File: config.mk
export PLATFORM = sky130hd
export DESIGN_NAME = core_event_arbiter
export DESIGN_NICKNAME = d
export VERILOG_FILES = /design/src/rtl/core_event_arbiter.sv
export SDC_FILE = /design/constraint.sdc
export NUM_CORES = 1
export LEC_CHECK = 0
export CAP_MARGIN = 0
export CORE_ASPECT_RATIO = 1.25
export CORE_UTILIZATION = 60
export CTS_CLUSTER_SIZE = 8
export DETAILED_ROUTE_END_ITERATION = 16
export GPL_TIMING_DRIVEN = 0
export PLACE_DENSITY = 0.82
export SLEW_MARGIN = 20
export SYNTH_ARGS = -nofsm -noshare
export SYNTH_HDL_FRONTEND = slang
export SYNTH_SLANG_ARGS = --single-unit
File: constraint.sdc
create_clock -name clk -period 8.3 [get_ports clk]
set_clock_uncertainty 0.15 [all_clocks]
set_input_delay 1.66 -clock clk [delete_from_list [all_inputs] [get_ports clk]]
set_output_delay 1.66 -clock clk [all_outputs]
set_load 0.01 [all_outputs]
File: src/rtl/core_event_arbiter.sv
// Per-core event FIFOs feeding a round-robin arbiter that serializes sent/received
// message events to core_monitor. Define CORE_EVENT_ARB_RCV_PRIORITY_EN to favour received-event heads.
module core_event_arbiter #(
    parameter int NUM_CORE   = 4,
    parameter int MSG_WID    = 32,
    parameter int FIFO_DEPTH = 4,
    parameter int NB_CORE    = $clog2(NUM_CORE)
) (
    input  logic                         clk,
    input  logic                         reset_n,
    input  logic [NUM_CORE-1:0]          in_vld,
    input  logic [NUM_CORE-1:0]          in_is_rcv,
    input  logic [NUM_CORE*MSG_WID-1:0]  in_msg,
    output logic [NUM_CORE-1:0]          in_rdy,
    output logic [MSG_WID-1:0]           msg,
    output logic [NB_CORE-1:0]           core_id,
    output logic                         sent_msg_vld,
    output logic                         rcv_msg_vld
);

    localparam int PW = $clog2(FIFO_DEPTH);
    localparam int CW = PW + 1;
    localparam int EW = MSG_WID + 1;   // {is_rcv, payload}

    logic [NUM_CORE-1:0]         w_nonempty;
    logic [NUM_CORE-1:0]         w_search;
    logic [NUM_CORE-1:0][EW-1:0] w_head;
    logic                        w_grant_vld;
    logic [NB_CORE-1:0]          w_grant_idx;
    logic [NB_CORE-1:0]          w_cand;
    logic [EW-1:0]               w_grant_head;

    logic [NB_CORE-1:0]          r_rr_ptr;
    logic [MSG_WID-1:0]          r_msg;
    logic [NB_CORE-1:0]          r_core_id;
    logic                        r_sent_vld;
    logic                        r_rcv_vld;

    genvar gi;
    generate
        for (gi = 0; gi < NUM_CORE; gi++) begin : g_core
            logic [EW-1:0] r_mem [FIFO_DEPTH];
            logic [PW-1:0] r_wr_ptr;
            logic [PW-1:0] r_rd_ptr;
            logic [CW-1:0] r_count;
            logic          w_push;
            logic          w_pop;

            // Ready depends only on the stored count, never on this cycle's pop.
            assign in_rdy[gi]     = (r_count != CW'(FIFO_DEPTH));
            assign w_nonempty[gi] = (r_count != '0);
            assign w_push         = in_vld[gi] && in_rdy[gi];
            assign w_pop          = w_grant_vld && (w_grant_idx == NB_CORE'(gi));
            assign w_head[gi]     = r_mem[r_rd_ptr];

            always_ff @(posedge clk) begin
                if (w_push) begin
                    r_mem[r_wr_ptr] <= {in_is_rcv[gi], in_msg[gi*MSG_WID +: MSG_WID]};
                end
            end

            always_ff @(posedge clk or negedge reset_n) begin
                if (!reset_n) begin
                    r_wr_ptr <= '0;
                    r_rd_ptr <= '0;
                    r_count  <= '0;
                end else begin
                    if (w_push) begin
                        r_wr_ptr <= r_wr_ptr + PW'(1);
                    end
                    if (w_pop) begin
                        r_rd_ptr <= r_rd_ptr + PW'(1);
                    end
                    case ({w_push, w_pop})
                        2'b10:   r_count <= r_count + CW'(1);
                        2'b01:   r_count <= r_count - CW'(1);
                        default: r_count <= r_count;
                    endcase
                end
            end
        end
    endgenerate

`ifdef CORE_EVENT_ARB_RCV_PRIORITY_EN
    logic [NUM_CORE-1:0] w_rcv_elig;

    // Received-event heads win whenever any exist; otherwise fall back to all non-empty FIFOs.
    always_comb begin
        w_rcv_elig = '0;
        for (int i = 0; i < NUM_CORE; i++) begin
            w_rcv_elig[i] = w_nonempty[i] & w_head[i][EW-1];
        end
        w_search = (|w_rcv_elig) ? w_rcv_elig : w_nonempty;
    end
`else
    assign w_search = w_nonempty;
`endif

    always_comb begin
        w_grant_vld = 1'b0;
        w_grant_idx = '0;
        w_cand      = '0;
        for (int k = 0; k < NUM_CORE; k++) begin
            w_cand = r_rr_ptr + NB_CORE'(k);
            if (!w_grant_vld && w_search[w_cand]) begin
                w_grant_vld = 1'b1;
                w_grant_idx = w_cand;
            end
        end
    end

    assign w_grant_head = w_head[w_grant_idx];

    always_ff @(posedge clk or negedge reset_n) begin
        if (!reset_n) begin
            r_rr_ptr   <= '0;
            r_msg      <= '0;
            r_core_id  <= '0;
            r_sent_vld <= 1'b0;
            r_rcv_vld  <= 1'b0;
        end else if (w_grant_vld) begin
            r_rr_ptr   <= w_grant_idx + NB_CORE'(1);
            r_msg      <= w_grant_head[MSG_WID-1:0];
            r_core_id  <= w_grant_idx;
            r_rcv_vld  <= w_grant_head[EW-1];
            r_sent_vld <= !w_grant_head[EW-1];
        end else begin
            r_sent_vld <= 1'b0;
            r_rcv_vld  <= 1'b0;
        end
    end

    assign msg          = r_msg;
    assign core_id      = r_core_id;
    assign sent_msg_vld = r_sent_vld;
    assign rcv_msg_vld  = r_rcv_vld;

endmodule
== Word-level counts from Yosys, hierarchy flattened ==
Memory sizes are Yosys's and may differ from the RTL's.
Index checks and enable logic that the tools add are counted.
Word-level totals
  flip-flop bits (word level): 66
  bits in writable memories: 528
  input port bits: 138
  logic and storage cells: 117
  memories: 4
Memories
  g_core[0].r_mem: words 4, bits a word 33, rd ports 1, clocked after memory_dff 0, write ports 1, RTL line 42  | logic [EW-1:0] r_mem [FIFO_DEPTH];
  g_core[1].r_mem: words 4, bits a word 33, rd ports 1, clocked after memory_dff 0, write ports 1, RTL line 42
  g_core[2].r_mem: words 4, bits a word 33, rd ports 1, clocked after memory_dff 0, write ports 1, RTL line 42
  g_core[3].r_mem: words 4, bits a word 33, rd ports 1, clocked after memory_dff 0, write ports 1, RTL line 42
Cells by class
  add/sub/neg operators: 20
  magnitude comparators: 5
  equal/unequal tests: 15
  muxes and demuxes: 32
  reduce and logical (&&, ||, !) cells: 24
Operators by type and width (count)
  binary-select mux 33 bit (select 2 bit): 1
  2-to-1 mux 33 bit: 1
  one-hot mux 3 bit (2 select lines): 4
  adder 2 x 1 -> 2 bit (second input constant): 10
  2-to-1 mux 1 bit: 18
  less-than comparator 2 x 3 -> 1 bit (second input constant): 5
  adder 3 x 1 -> 3 bit (second input constant): 4
  equality test 2 bit (second input constant): 6
  != test 3 bit (second input constant): 4
  nonzero test 3 bit: 4
  subtractor 3 x 1 -> 3 bit (second input constant): 4
  logical AND 1 bit: 11
  equality test 2 x 1 -> 1 bit (second input constant): 5
  binary-select mux 1 bit (select 2 bit): 4
  2-to-1 mux 2 bit: 4
  nonzero test 2 bit: 4
  adder 2 bit (second input constant): 2
  logical NOT 1 bit: 4
  logical NOT 2 bit: 1

== Longest topological paths before layout ==
  depth in word-level cells: 17
  mapped depth: 13

== Worst setup path after synthesis ==
No wires, ideal clock.
  kind: input to register
  start: input in_vld[0]
  end: register g_core[0].r_count[2]
  setup time: 79 ps
  arrival time: 2831 ps
  data required time: 8071 ps
  path slack: 5240 ps
  cell stages on the path: 8
  path buffers: 0
  cells stage by stage: and2_1 -> inv_1 -> ha_1 -> inv_1 -> fa_1 -> xor2_1 -> nor2_1 -> xor2_1
On the way
  longest elaborated chain between the ends: 3
Ends and longest elaborated chain
  start: declaration: RTL line 11  | input logic [NUM_CORE-1:0] in_vld,
  logical AND 1 bit *: RTL line 52  | assign w_push = in_vld[gi] && in_rdy[gi];
  equality test 2 x 1 -> 1 bit / equality test 2 bit (equally long branches): RTL line 74  | case ({w_push, w_pop})
  one-hot mux 3 bit (2 select lines) / nonzero test 2 bit (equally long branches)
  end signal: assignment: RTL line 75  | 2'b10: r_count <= r_count + CW'(1);
  end signal: assignment: RTL line 76  | 2'b01: r_count <= r_count - CW'(1);
  end signal: assignment: RTL line 77  | default: r_count <= r_count;
  end: declaration: RTL line 45  | logic [CW-1:0] r_count;
Mark *: on every way between the ends. The rest lies on a longest branch, timed or not.
A chain may end at the register's enable or synchronous reset.

== Final worst setup path ==
  start: register g_core[0].r_count[0]
  end: output in_rdy[0]
On the way
  longest elaborated chain between the ends: 1
Ends and longest elaborated chain
  != test 3 bit: RTL line 50  | assign in_rdy[gi] = (r_count != CW'(FIFO_DEPTH));
  end: declaration: RTL line 14  | output logic [NUM_CORE-1:0] in_rdy,
No other way between the ends.

==> results.toml <==
[setup_path]
crit_fanout = 6
worst_path_max_delay_cell = "clkdlybuf4s50_1"
regToRegSetupSlack_ns = 4.85
arrival_ns = 2.06
crit_type = "flop to output pin"
worstPathRequired_ns = 6.49
startpoint_type = "flop"
cpPeakStageDelay_ns = 0.60
path_cells = "nor2_1 -> nand2_1 -> clkdlybuf4s50_1"
end_kind = "output pin"

[drt]
antenna_left = 0
wl_um = 53500
vias = 12300
remaining_drc_errors = 0
drt_first_pass_iters = 7
wl_per_cell_um = 27.4
drtIter0Drc = 1168
routed_via_density = 6.32

[flow_run]
maxCapViolCount = 0

[floorplanning]
die_w_um = 178
io_pins = 178
std_cell_rows = 80
core-area_mm2 = 0.0382
start_util_pct = 61.0
die_height_um = 222
die_area_mm2 = 0.0396

[synth]
synthArstFlopShare_pct = 11.1
synth_flop_cell = "edfxtp_1"
syn-cell-area_mm2 = 0.0233
synth_seq_area_share_pct = 75.1
yosysTopAreaCell = "edfxtp_1"
synth_top_cells_by_area = "edfxtp_1, mux4_2, dfrtp_1"
synth_cell_types = 45
syn-num-nets = 1274
yosys_warnings = 0
avgSynthCellArea_um2 = 21.0
synth_edf_count = 528
yosysTopAreaCellShare_pct = 68.0
synth_seq_cells = 594
syn_inst = 1112

[clock_network]
cts_resized = 0
root_buffer = "clkbuf_16"
clock_sinks = 594
h-tree-depth = 3
cts_max_path_buffers = 3
holdBufCountCts = 0
cts_tree = "built"
cts_buffers = 84
post_cts_buffers = 0
cts.clk_slew.worst_paths_ns = 0.05
insertion_delay_ns = 0.61

[finish]
area_growth_pct = 22.6
postLayoutCellArea_mm2 = 0.0286
drive_above_1_share_pct = 22.6
post-route-util_pct = 74.7
finalNetCount = 1554

[timing]
setup_violations = 0
rsz0062_at_grt = "false"
period_minus_slack_ns = 3.87
period_share_pct = 46.6
drv_slew = 0
worst_pin_slew_ns = 0.770
slew_headroom_pct = 48.6
setup_slack_ns = 4.43
setup_tns_ns = 0
finalHoldViolations = 0
max_freq_ghz = 0.259

[grt]
grt-ovfl-total = 0
grt_pass1_wl_um = 80400
grt_max_degree = 55
antenna_found_initial = 5
grt_usage_pct = 28.4
grt_pass1_vias = 13200

[place]
placed_area_mm2 = 0.0261
port_buffers = 177
place_congestion = 0.854
pre_cts_ws_ns = 4.56
dp_hpwl_um = 34700

[run_status]
status = "complete, no violations"

[power]
ir_drop_v = 0.000229
p_leak_uw = 0.00975
power.density_mw_per_mm2 = 404

[hold_path]
hold_class = "flop to flop"
cell type report:
class                           count  area, µm²
Multi-Input combinational cell    429       5390
Fill cell                        2055       9670
Antenna cell                        3       7.51
Clock inverter                      9        143
Clock buffer                      142       2320
Sequential cell                   594      17500
Buffer                             62        327
Timing Repair Buffer              194       2150
Inverter                           27        101
Tap cell                          492        616
path summary, 6_finish.rpt:
kind                                             startpoint                                end  cells after the start
max in group asynchronous                           reset_n                 msg[6]$_DFFE_PN0P_                      2
max                        g_core[0].r_count[0]$_DFFE_PN0P_                          in_rdy[0]                      3
max reg2reg                g_core[2].r_count[0]$_DFFE_PN0P_   g_core[1].r_count[2]$_DFFE_PN0P_                     13
min reg2reg                          core_id[0]$_DFFE_PN0P_             core_id[0]$_DFFE_PN0P_                      2
min in group asynchronous                           reset_n  g_core[1].r_wr_ptr[1]$_DFFE_PN0P_                      1
min                                  core_id[0]$_DFFE_PN0P_             core_id[0]$_DFFE_PN0P_                      2
state kept, by name, indices dropped and copies added (netlist names):
signal / count
rcv_msg_vld: 1
g_core.r_rd_ptr: 8
g_core.r_wr_ptr: 8
g_core.r_count: 12
r_rr_ptr: 2
msg: 32
core_id: 2
sent_msg_vld: 1
g_core.r_mem: 528
logic make-up after synthesis:
| group | synth area share [%] |
|---|---|
| DFF | 75.1 |
| adders and majority gates | 1.42 |
| and+or+nand+nor | 2.36 |
| muxes | 14.2 |
| buffers and inverters | 1.84 |
| xor gates and xnor gates | 0.902 |
| AOI/OAI and AO/OA | 4.16 |
metrics by stage:
| stage | hold slack, ns | power (µW) | cells |
|---|---|---|---|
| after floorplan | 0.327 | 6920 | 1112 |
| after global placement | 0.346 | 8110 | 1781 |
| after detailed placement | 0.345 | 8350 | 1798 |
| after CTS | 0.356 | 11600 | 1949 |
| after global routing | 0.384 | 12000 | 1952 |
| final | 0.348 | 11600 | 1952 |
critical path, delay by kind of cell, from the launching register on:
kind | cells | cell delay (ns)
buffers and inverters | 1 | 0.60
DFF | 1 | 0.44
and+or+nand+nor | 2 | 0.40
placed cells by master (no fill, tap or decap), types with 21 or more instances in the layout:
| cell type | count |
|---|---|
| o21ai_0 | 36 |
| dfrtp_1 | 66 |
| nor3_1 | 34 |
| mux4_2 | 132 |
| clkbuf_16 | 84 |
| clkdlybuf4s50_1 | 176 |
| edfxtp_1 | 528 |
| mux2i_1 | 34 |
| o32ai_2 | 21 |
| clkbuf_1 | 83 |
| o22ai_1 | 32 |
| inv_1 | 27 |
Yosys cell counts, drive strengths merged (7+ instances only):
| cell | number |
|---|---|
| and3 | 16 |
| buf | 36 |
| clkbuf | 26 |
| dfrtp | 66 |
| edfxtp | 528 |
| ha | 20 |
| inv | 27 |
| mux2i | 34 |
| mux4 | 132 |
| nand2 | 15 |
| nand3 | 7 |
| nor2 | 10 |
| nor3 | 39 |
| o21ai | 39 |
| o22ai | 33 |
| o32ai | 32 |
| xnor2 | 14 |
| xor2 | 10 |
power by group:
| part | internal, µW | switching [µW] | total [µW] |
|---|---|---|---|
| logic | 1800 | 2270 | 4070 |
| clock network | 1930 | 1230 | 3160 |
| registers | 4030 | 297 | 4330 |
layer usage:
| layer | track usage (%) | share of wire [%] |
|---|---|---|
| met5 | 0 | 0.043 |
| met3 | 5.34 | 7.4 |
| met2 | 47.5 | 52 |
| met1 | 36.3 | 37 |
| met4 | 12.4 | 3.3 |
No activity file was read; power rests on OpenSTA's default activity.
